File: src/rtl/logicunit_bist.sv
// Built-in self-test for the combinational logicunit: sweeps every (A, B, control)
// vector once per start, checks the returned out against a golden model and records the results.
module logicunit_bist #(
   parameter int W = 1,
   localparam int CW = 2*W+2
) (
   input  logic          clock,
   input  logic          reset,
   input  logic          start,
   input  logic [W-1:0]  lu_out,
   output logic [W-1:0]  lu_A,
   output logic [W-1:0]  lu_B,
   output logic [1:0]    lu_control,
   output logic          busy,
   output logic          done,
   output logic          pass,
   output logic [CW:0]   fail_count,
   output logic [CW-1:0] first_fail
);

   typedef enum logic [1:0] {IDLE, RUN, DONE} state_t;

   state_t        state;
   state_t        state_nxt;
   logic [CW-1:0] idx;
   logic [W-1:0]  expected;
   logic          mismatch;
   logic          last_vec;
   logic          launch;

   function automatic logic [W-1:0] golden(input logic [W-1:0] a,
                                           input logic [W-1:0] b,
                                           input logic [1:0]   op);
      logic [W-1:0] r;
      case (op)
         2'd0:    r = a & b;
         2'd1:    r = a | b;
         2'd2:    r = ~(a | b);
         default: r = a ^ b;
      endcase
      return r;
   endfunction

   assign last_vec = &idx;
   assign launch   = start && (state == IDLE || state == DONE);
   assign expected = golden(idx[W-1:0], idx[2*W-1:W], idx[2*W+1:2*W]);

   // An X on lu_out falls through to the mismatch default rather than matching.
   always_comb begin
      mismatch = 1'b1;
      if (lu_out == expected)
         mismatch = 1'b0;
   end

   always_ff @(posedge clock) begin
      if (reset)
         state <= IDLE;
      else
         state <= state_nxt;
   end

   always_comb begin
      state_nxt = state;
      case (state)
         IDLE:    if (start) state_nxt = RUN;
         RUN:     if (last_vec) state_nxt = DONE;
         DONE:    if (start) state_nxt = RUN;
         default: state_nxt = IDLE;
      endcase
   end

   always_comb begin
      busy       = 1'b0;
      done       = 1'b0;
      lu_A       = '0;
      lu_B       = '0;
      lu_control = 2'b00;
      case (state)
         RUN: begin
            busy       = 1'b1;
            lu_A       = idx[W-1:0];
            lu_B       = idx[2*W-1:W];
            lu_control = idx[2*W+1:2*W];
         end
         DONE:    done = 1'b1;
         default: ;
      endcase
   end

   assign pass = done && (fail_count == '0);

   // Vector idx is checked on the edge that ends its RUN cycle; idx holds at N-1 after the sweep.
   always_ff @(posedge clock) begin
      if (reset) begin
         idx        <= '0;
         fail_count <= '0;
         first_fail <= '0;
      end else if (launch) begin
         idx        <= '0;
         fail_count <= '0;
         first_fail <= '0;
      end else if (state == RUN) begin
         if (mismatch) begin
            fail_count <= fail_count + (CW+1)'(1);
            if (fail_count == '0)
               first_fail <= idx;
         end
         if (!last_vec)
            idx <= idx + CW'(1);
      end
   end

endmodule

File: config.mk
export PLATFORM = sky130hd
export DESIGN_NAME = logicunit_bist
export DESIGN_NICKNAME = d
export VERILOG_FILES = /design/src/rtl/logicunit_bist.sv
export SDC_FILE = /design/constraint.sdc
export NUM_CORES = 1
export LEC_CHECK = 0
export BUFFER_PORTS_ARGS = -buffer_cell sky130_fd_sc_hd__buf_2
export CAP_MARGIN = 20
export CORE_MARGIN = 8
export CORE_UTILIZATION = 45
export DETAILED_ROUTE_END_ITERATION = 10
export PLACE_DENSITY = 0.78
export SLEW_MARGIN = 20
export SYNTH_ARGS = -nofsm -noshare
export SYNTH_HDL_FRONTEND = slang
export SYNTH_SLANG_ARGS = --single-unit
File: constraint.sdc
create_clock -name clock -period 3.4 [get_ports clock]
set_input_delay 0.17 -clock clock [delete_from_list [all_inputs] [get_ports clock]]
set_output_delay 0.17 -clock clock [all_outputs]
set_load 0.1 [all_outputs]
==> results.tsv, run 1 <==
stage	metric	value	unit
run_status	run_status	complete, no violations	
floorplan	dieHeight	59.9	um
flow_run	max_cap_violations	0	
logic_synthesis	syn_area	867	um^2
placed_design	dpl_cell_area	950	um^2
critical_path	slowest_delay	0.71	ns
logic_synthesis	yosysMostFrequentCell	dfxtp_1	
critical_path	cp-startpoint	fail_count[0]	
logic_synthesis	yosysWarnings	0	
detailed_routing	top_layer	met4	
logic_synthesis	synth_fp_nets	107	
sta	fin_crit_sh	66.7	%
placed_design	placed_cells_incl_taps	138	
sta	setup_viol	0	
detailed_routing	wl_met1	846	um
critical_path	critPathKind	flop to output port	
cells_and_area	layoutNonFillerInstCount	142	
power_and_ir_drop	seq_power_share	54.5	%
sta	final-hold-violation-count	0	
sta	rsz0062_at_grt	no	
detailed_routing	wire_per_inst	12.5	um
floorplan	num_io_pins	20	
detailed_routing	route.met2.wl	818	um
sta	tns	0	ns
detailed_routing	wl_met3	88	um
detailed_routing	post-route-drc-count	0	
logic_synthesis	ys_ff_latch	15	
global_route	grt_max_degree	17	
sta	min_period	2.27	ns
cells_and_area	utilization	51.9	%
critical_path	worstReg2RegStart	idx[1]	
critical_path	crit_path_cell_trace	inv_1 -> ha_1 -> or4b_2 -> nor2_1 -> buf_2	
power_and_ir_drop	combPwrFrac	15.6	%
floorplan	core	1880	um^2
logic_synthesis	ys.flop_type	dfxtp_1	
cells_and_area	syn_to_final_growth	12.6	%
cells_and_area	drive_gt1_share	23.5	%
power_and_ir_drop	pwr_density_cell	341	nW/um^2
power_and_ir_drop	fin_total_pwr	0.333	mW
global_route	grt_pass1_vias	751	
floorplan	initial_core_util	46.1	%
critical_path	arrival	2.10	ns
sta	tightest_slew	0.633	ns
detailed_routing	vias	746	
cells_and_area	seqCellArea	300	um^2
cts	cts_buffers	3	
detailed_routing	drt_iter0_drc	9	
sta	relSlewSlack	57.7	%
logic_synthesis	yosysSeqAreaShare	34.6	%
logic_synthesis	synth_area_leaders	dfxtp_1 (35%), ha_1 (5.8%), o211ai_1 (4.3%)	
placed_design	io_buffers	19	
logic_synthesis	avgSynthCellArea	8.76	um^2
sta	hold_slack	0.0777	ns
critical_path	cp_top_family	simple AND/OR/NAND/NOR gates	
cts	htree_levels	1	
logic_synthesis	netlist_instances	99	
cts	cts_tree	yes	
min_path	hp-class	input pin to flop	
min_path	worstHoldStart	reset	
floorplan	die_w	59.9	um
logic_synthesis	synth_top_area_share	34.6	%
floorplan	die_area	3590	um^2
logic_synthesis	synth_enable_flop_cells	0	
floorplan	row_count	16	
placed_design	pre_cts_ws	1.24	ns
logic_synthesis	synth_common_cells	dfxtp_1 (15), a21oi_1 (7), nand2_1 (7)	
cts	cts_sinks	15	
cts	insertion_delay	0.27	ns
detailed_routing	avgViaCountPerCell	5.25	
critical_path	cp.required	3.23	ns
cells_and_area	multi_input_area	498	um^2
critical_path	crit_slowest_cell	or4b_2	
logic_synthesis	synth_area_leader_cell	dfxtp_1	
cts	clkTransAtPathRegs	0.09	ns
cts	root_buffer	clkbuf_4	
logic_synthesis	async_reset_ff_share	0	%
power_and_ir_drop	vdd_drop_max	0.210	mV
placed_design	dpl.hpwl	1.36	mm
critical_path	critPathCaptureType	output port	
sta	skew	0.00358	ns
detailed_routing	first_pass_iters	4	
cts	cts.repair.resized	0	
cells_and_area	final_nets	124	
sta	layout_setup_ws	1.13	ns
cts	cts_buffer_depth	2	
power_and_ir_drop	p_int	0.238	mW
critical_path	crit_path_start_kind	flop	
power_and_ir_drop	clock_power_share	29.9	%
cts	post-cts-setup-buffer-count	0	
cells_and_area	nFillCells	193	
global_route	grt_pass1_wl	3.22	mm
global_route	grt_overflow	0	
detailed_routing	wl	1.78	mm
power_and_ir_drop	p_leak	0.418	nW
placed_design	place_congestion	0.794	
critical_path	crit_path_max_fanout	9	
cells_and_area	antenna_cells	0	
critical_path	path_buf_inv	2	
global_route	grtUsageTotal	11.5	%
power_and_ir_drop	switching_power	0.0943	mW
global_route	grt_antenna_before_repair	0	
power_and_ir_drop	swShare	28.3	%
detailed_routing	ant_nets	0	
cells_and_area	fin_area	976	um^2
logic_synthesis	synth.distinct_cells	33	
cts	ctsHoldBuffers	0	
sta	fmax	441	MHz
sta	slew_violations	0	
[power groups by stage]
stage | Sequential [mW] | Combinational (mW) | Clock (mW)
finish | 0.181 | 0.0519 | 0.0994
detailed placement | 0.186 | 0.0518 | 0
floorplan | 0.190 | 0.0406 | 0
global placement | 0.185 | 0.0512 | 0
CTS | 0.182 | 0.0523 | 0.103
global route | 0.182 | 0.0565 | 0.111
[state kept, by name, indices dropped and copies added (netlist names)]
name	cells
idx	4
state	2
fail_count	5
first_fail	4
[layout make-up]
class                      instances  area share, %
inverter                           6           2.31
sequential                        15           30.8
tap                               27           3.46
clock buffer                       4           2.69
timing repair buffer              19           9.74
multi-input combinational         71           51.0
[worst register-to-register path: cells and delay by family (launching register included)]
kind            cells  cell delay (ns)
compound gates      1             0.28
fa+ha+maj           1             0.28
buf+inv             1             0.07
flops               1             0.42
mux                 1             0.26
simple gates        3             0.74
[per-layer routing]
layer | global-route usage (%) | vias to the layer above
met5 | 0 | -
met3 | 3.23 | 4
met2 | 20.3 | 16
li1 | - | 378
met1 | 12.3 | 348
met4 | 5.10 | 0
[worst paths after layout]
kind	end	slack (ns)	cells past startpoint
worst max register to register	fail_count[1]	1.23	7
worst max-delay path	pass	1.13	5
worst min-delay path	state[0]	0.08	2
worst min register to register	first_fail[0]	0.50	2
[cells by family (layout without fill, tap and decap cells)]
logic type,Yosys count,count (layout),share of synthesized area (%)
adder cells (fa/ha/maj),4,4,5.77
XOR/XNOR,2,2,2.02
flip-flops,15,15,34.6
buffers and inverters,13,29,7.94
AND/OR/NAND/NOR,42,42,30.7
AO/OA/AOI/OAI,20,20,14.9
multiplexers,3,3,4.04
[placed cells by master, fill, tap and decap left out, types with 2 or more instances in the layout]
master	n
a21oi_1	7
and2_1	4
buf_2	19
clkbuf_4	3
dfxtp_1	15
ha_1	4
inv_1	6
mux2i_1	2
nand2_1	7
nand2b_1	4
nand3_1	5
nor2_1	6
nor2b_1	3
o211ai_1	5
o21ai_0	3
o31ai_1	4
or3_1	3
xnor2_1	2
No activity file was read; power rests on OpenSTA's default activity.
==> run 2, diff against run 1 <==
PLACE_DENSITY = 0.8   (was 0.78)
clock period = 2.05 ns   (was 3.4 ns; I/O delays follow)
==> run 2 against run 1 <==
  * Sequential power up 65%
  * Worst hold slack worse by 0.068 ns
  * Critical path depth up 3
  * Combinational power up 110%
  * Clock skew down 0.0028 ns
  * Worst setup slack worse by 1.1 ns
  * First-iteration DRC count up 89%
  * Largest cell class unchanged
  * Critical path type is now flop to flop
  * Die area unchanged
==> results.tsv, run 2 (synthesized netlist as in run 1, its figures left out) <==
stage	metric	value	unit
critical_path	rr_worst_depth	8	
floorplan	num_io_pins	20	
floorplan	dieHeight	59.9	um
detailed_routing	avgViaCountPerCell	5.34	
cells_and_area	top_regs	fail_count: 5 flops, first_fail: 4 flops, idx: 4 flops	
cts	htree_levels	1	
cts	cts_buffer_depth	2	
cells_and_area	drive_gt1_share	39.7	%
cts	root_buffer	clkbuf_4	
placed_design	dpl.hpwl	1.53	mm
critical_path	crit_path_max_fanout	16	
cts	cts_sinks	15	
placed_design	io_buffers	19	
cts	cts_buffers	3	
placed_design	dpl_cell_area	1030	um^2
floorplan	die_w	59.9	um
global_route	grt_pass1_wl	3.39	mm
power_and_ir_drop	fin_total_pwr	0.582	mW
global_route	grt_overflow	0	
sta	final-hold-violation-count	0	
placed_design	place_congestion	0.791	
run_status	run_status	complete, no violations	
cells_and_area	nFillCells	184	
min_path	hp-class	input pin to flop	
placed_design	placed_cells_incl_taps	143	
sta	fin_crit_sh	96.7	%
floorplan	row_count	16	
min_path	holdPathStages	2	
global_route	grt_pass1_vias	742	
detailed_routing	first_pass_iters	4	
detailed_routing	wl_met1	886	um
cts	insertion_delay	0.28	ns
power_and_ir_drop	p_leak	0.472	nW
critical_path	critPathCaptureType	flop	
cts	ctsHoldBuffers	0	
cells_and_area	syn_to_final_growth	26.8	%
critical_path	crit_path_start_kind	flop	
critical_path	r2r_end	fail_count[3]	
cts	clkTransAtPathRegs	0.10	ns
power_and_ir_drop	vdd_drop_max	0.429	mV
detailed_routing	route.met2.wl	1.03	mm
cells_and_area	utilization	58.4	%
cells_and_area	largest_reg_flops	5	
detailed_routing	post-route-drc-count	0	
floorplan	initial_core_util	46.1	%
cells_and_area	antenna_cells	0	
detailed_routing	drt_iter0_drc	17	
cts	cts_tree	yes	
power_and_ir_drop	pwr_density_cell	529	nW/um^2
global_route	grtUsageTotal	12.2	%
min_path	worstHoldStart	reset	
cells_and_area	final_cell_mix	buf_2 (18), dfxtp_1 (8), nand2_1 (7)	
sta	layout_setup_ws	0.0667	ns
detailed_routing	wl	2.09	mm
sta	setup_viol	0	
cells_and_area	top_register	fail_count	
floorplan	die_area	3590	um^2
sta	relSlewSlack	62.1	%
min_path	hold_end	state[0]	
detailed_routing	top_layer	met4	
detailed_routing	vias	790	
cells_and_area	layoutNonFillerInstCount	148	
floorplan	core	1880	um^2
cells_and_area	fin_area	1100	um^2
global_route	grt_antenna_before_repair	0	
detailed_routing	ant_nets	0	
critical_path	arrival	2.20	ns
detailed_routing	wire_per_inst	14.1	um
critical_path	cp.required	2.26	ns
placed_design	pre_cts_ws	-0.0214	ns
sta	fmax	504	MHz
sta	slew_violations	0	
critical_path	critPathKind	flop to flop	
sta	skew	0.000810	ns
sta	tightest_slew	0.567	ns
cells_and_area	final_nets	130	
flow_run	max_cap_violations	0	
sta	min_period	1.98	ns
critical_path	worstReg2RegStart	idx[1]	
detailed_routing	wl_met3	139	um
cells_and_area	final_common_cell	buf_2	
global_route	grt_max_degree	17	
critical_path	ff2ff_setup_slack	0.07	ns
-- run 2: changes by cell type in the layout (fill, tap and decap cells not counted), sizes merged --
cell    previous run  this run
buf               19        25
clkbuf             4         3
clkinv             0         1
-- run 2: how the worst max path moves through the flow --
| stage | start | end | cells after the start |
|---|---|---|---|
| final | idx[1] | fail_count[3] | 8 |
| after global placement | idx[0] | fail_count[4] | 8 |
| after CTS | idx[0] | fail_count[3] | 8 |
| after detailed placement | idx[0] | fail_count[3] | 8 |
| after floorplan | fail_count[0] | pass | 5 |
| after global routing | idx[1] | fail_count[3] | 8 |
-- run 2: routing by layer --
layer  vias up  global-route usage, %
li1        389                      -
met4         0                   4.08
met3         5                   2.58
met5         -                      0
met1       371                   14.5
met2        25                   20.9
-- run 2: metrics by stage --
stage / TNS (ns) / hold slack [ns]
global route: -0.0172 / 0.00610
detailed placement: -0.0214 / 0.311
global placement: 0 / 0.299
floorplan: 0 / 0.172
CTS: 0 / 0.00592
finish: 0 / 0.0102
-- run 2: where the power goes --
part	internal, mW	switching, mW
Sequential	0.294	0.00486
Clock	0.0724	0.101
Combinational	0.0398	0.0697
-- run 2: critical path: stages (launching register included) --
cell,delay [ns]
dfxtp_2,0.37
inv_1,0.08
ha_4,0.27
and2b_2,0.23
nor4b_4,0.26
nor3_4,0.07
buf_12,0.15
or3_4,0.36
a21oi_2,0.12
-- run 2: cell type report --
class	count	area [um^2]	area share (%)
Clock buffer	3	22.5	2.05
Clock inverter	1	5.00	0.455
Inverter	6	22.5	2.05
Multi-Input combinational cell	71	534	48.6
Sequential cell	15	314	28.6
Tap cell	27	33.8	3.07
Timing Repair Buffer	25	168	15.2
-- run 2: what timing repair did --
item | in CTS | in global routing
pin swaps | 0 | 5
endpoints found under the hold margin | 0 | 0
buffers inserted | 0 | 1
setup endpoints to repair | 4 | 3
resized for setup | 3 | 6
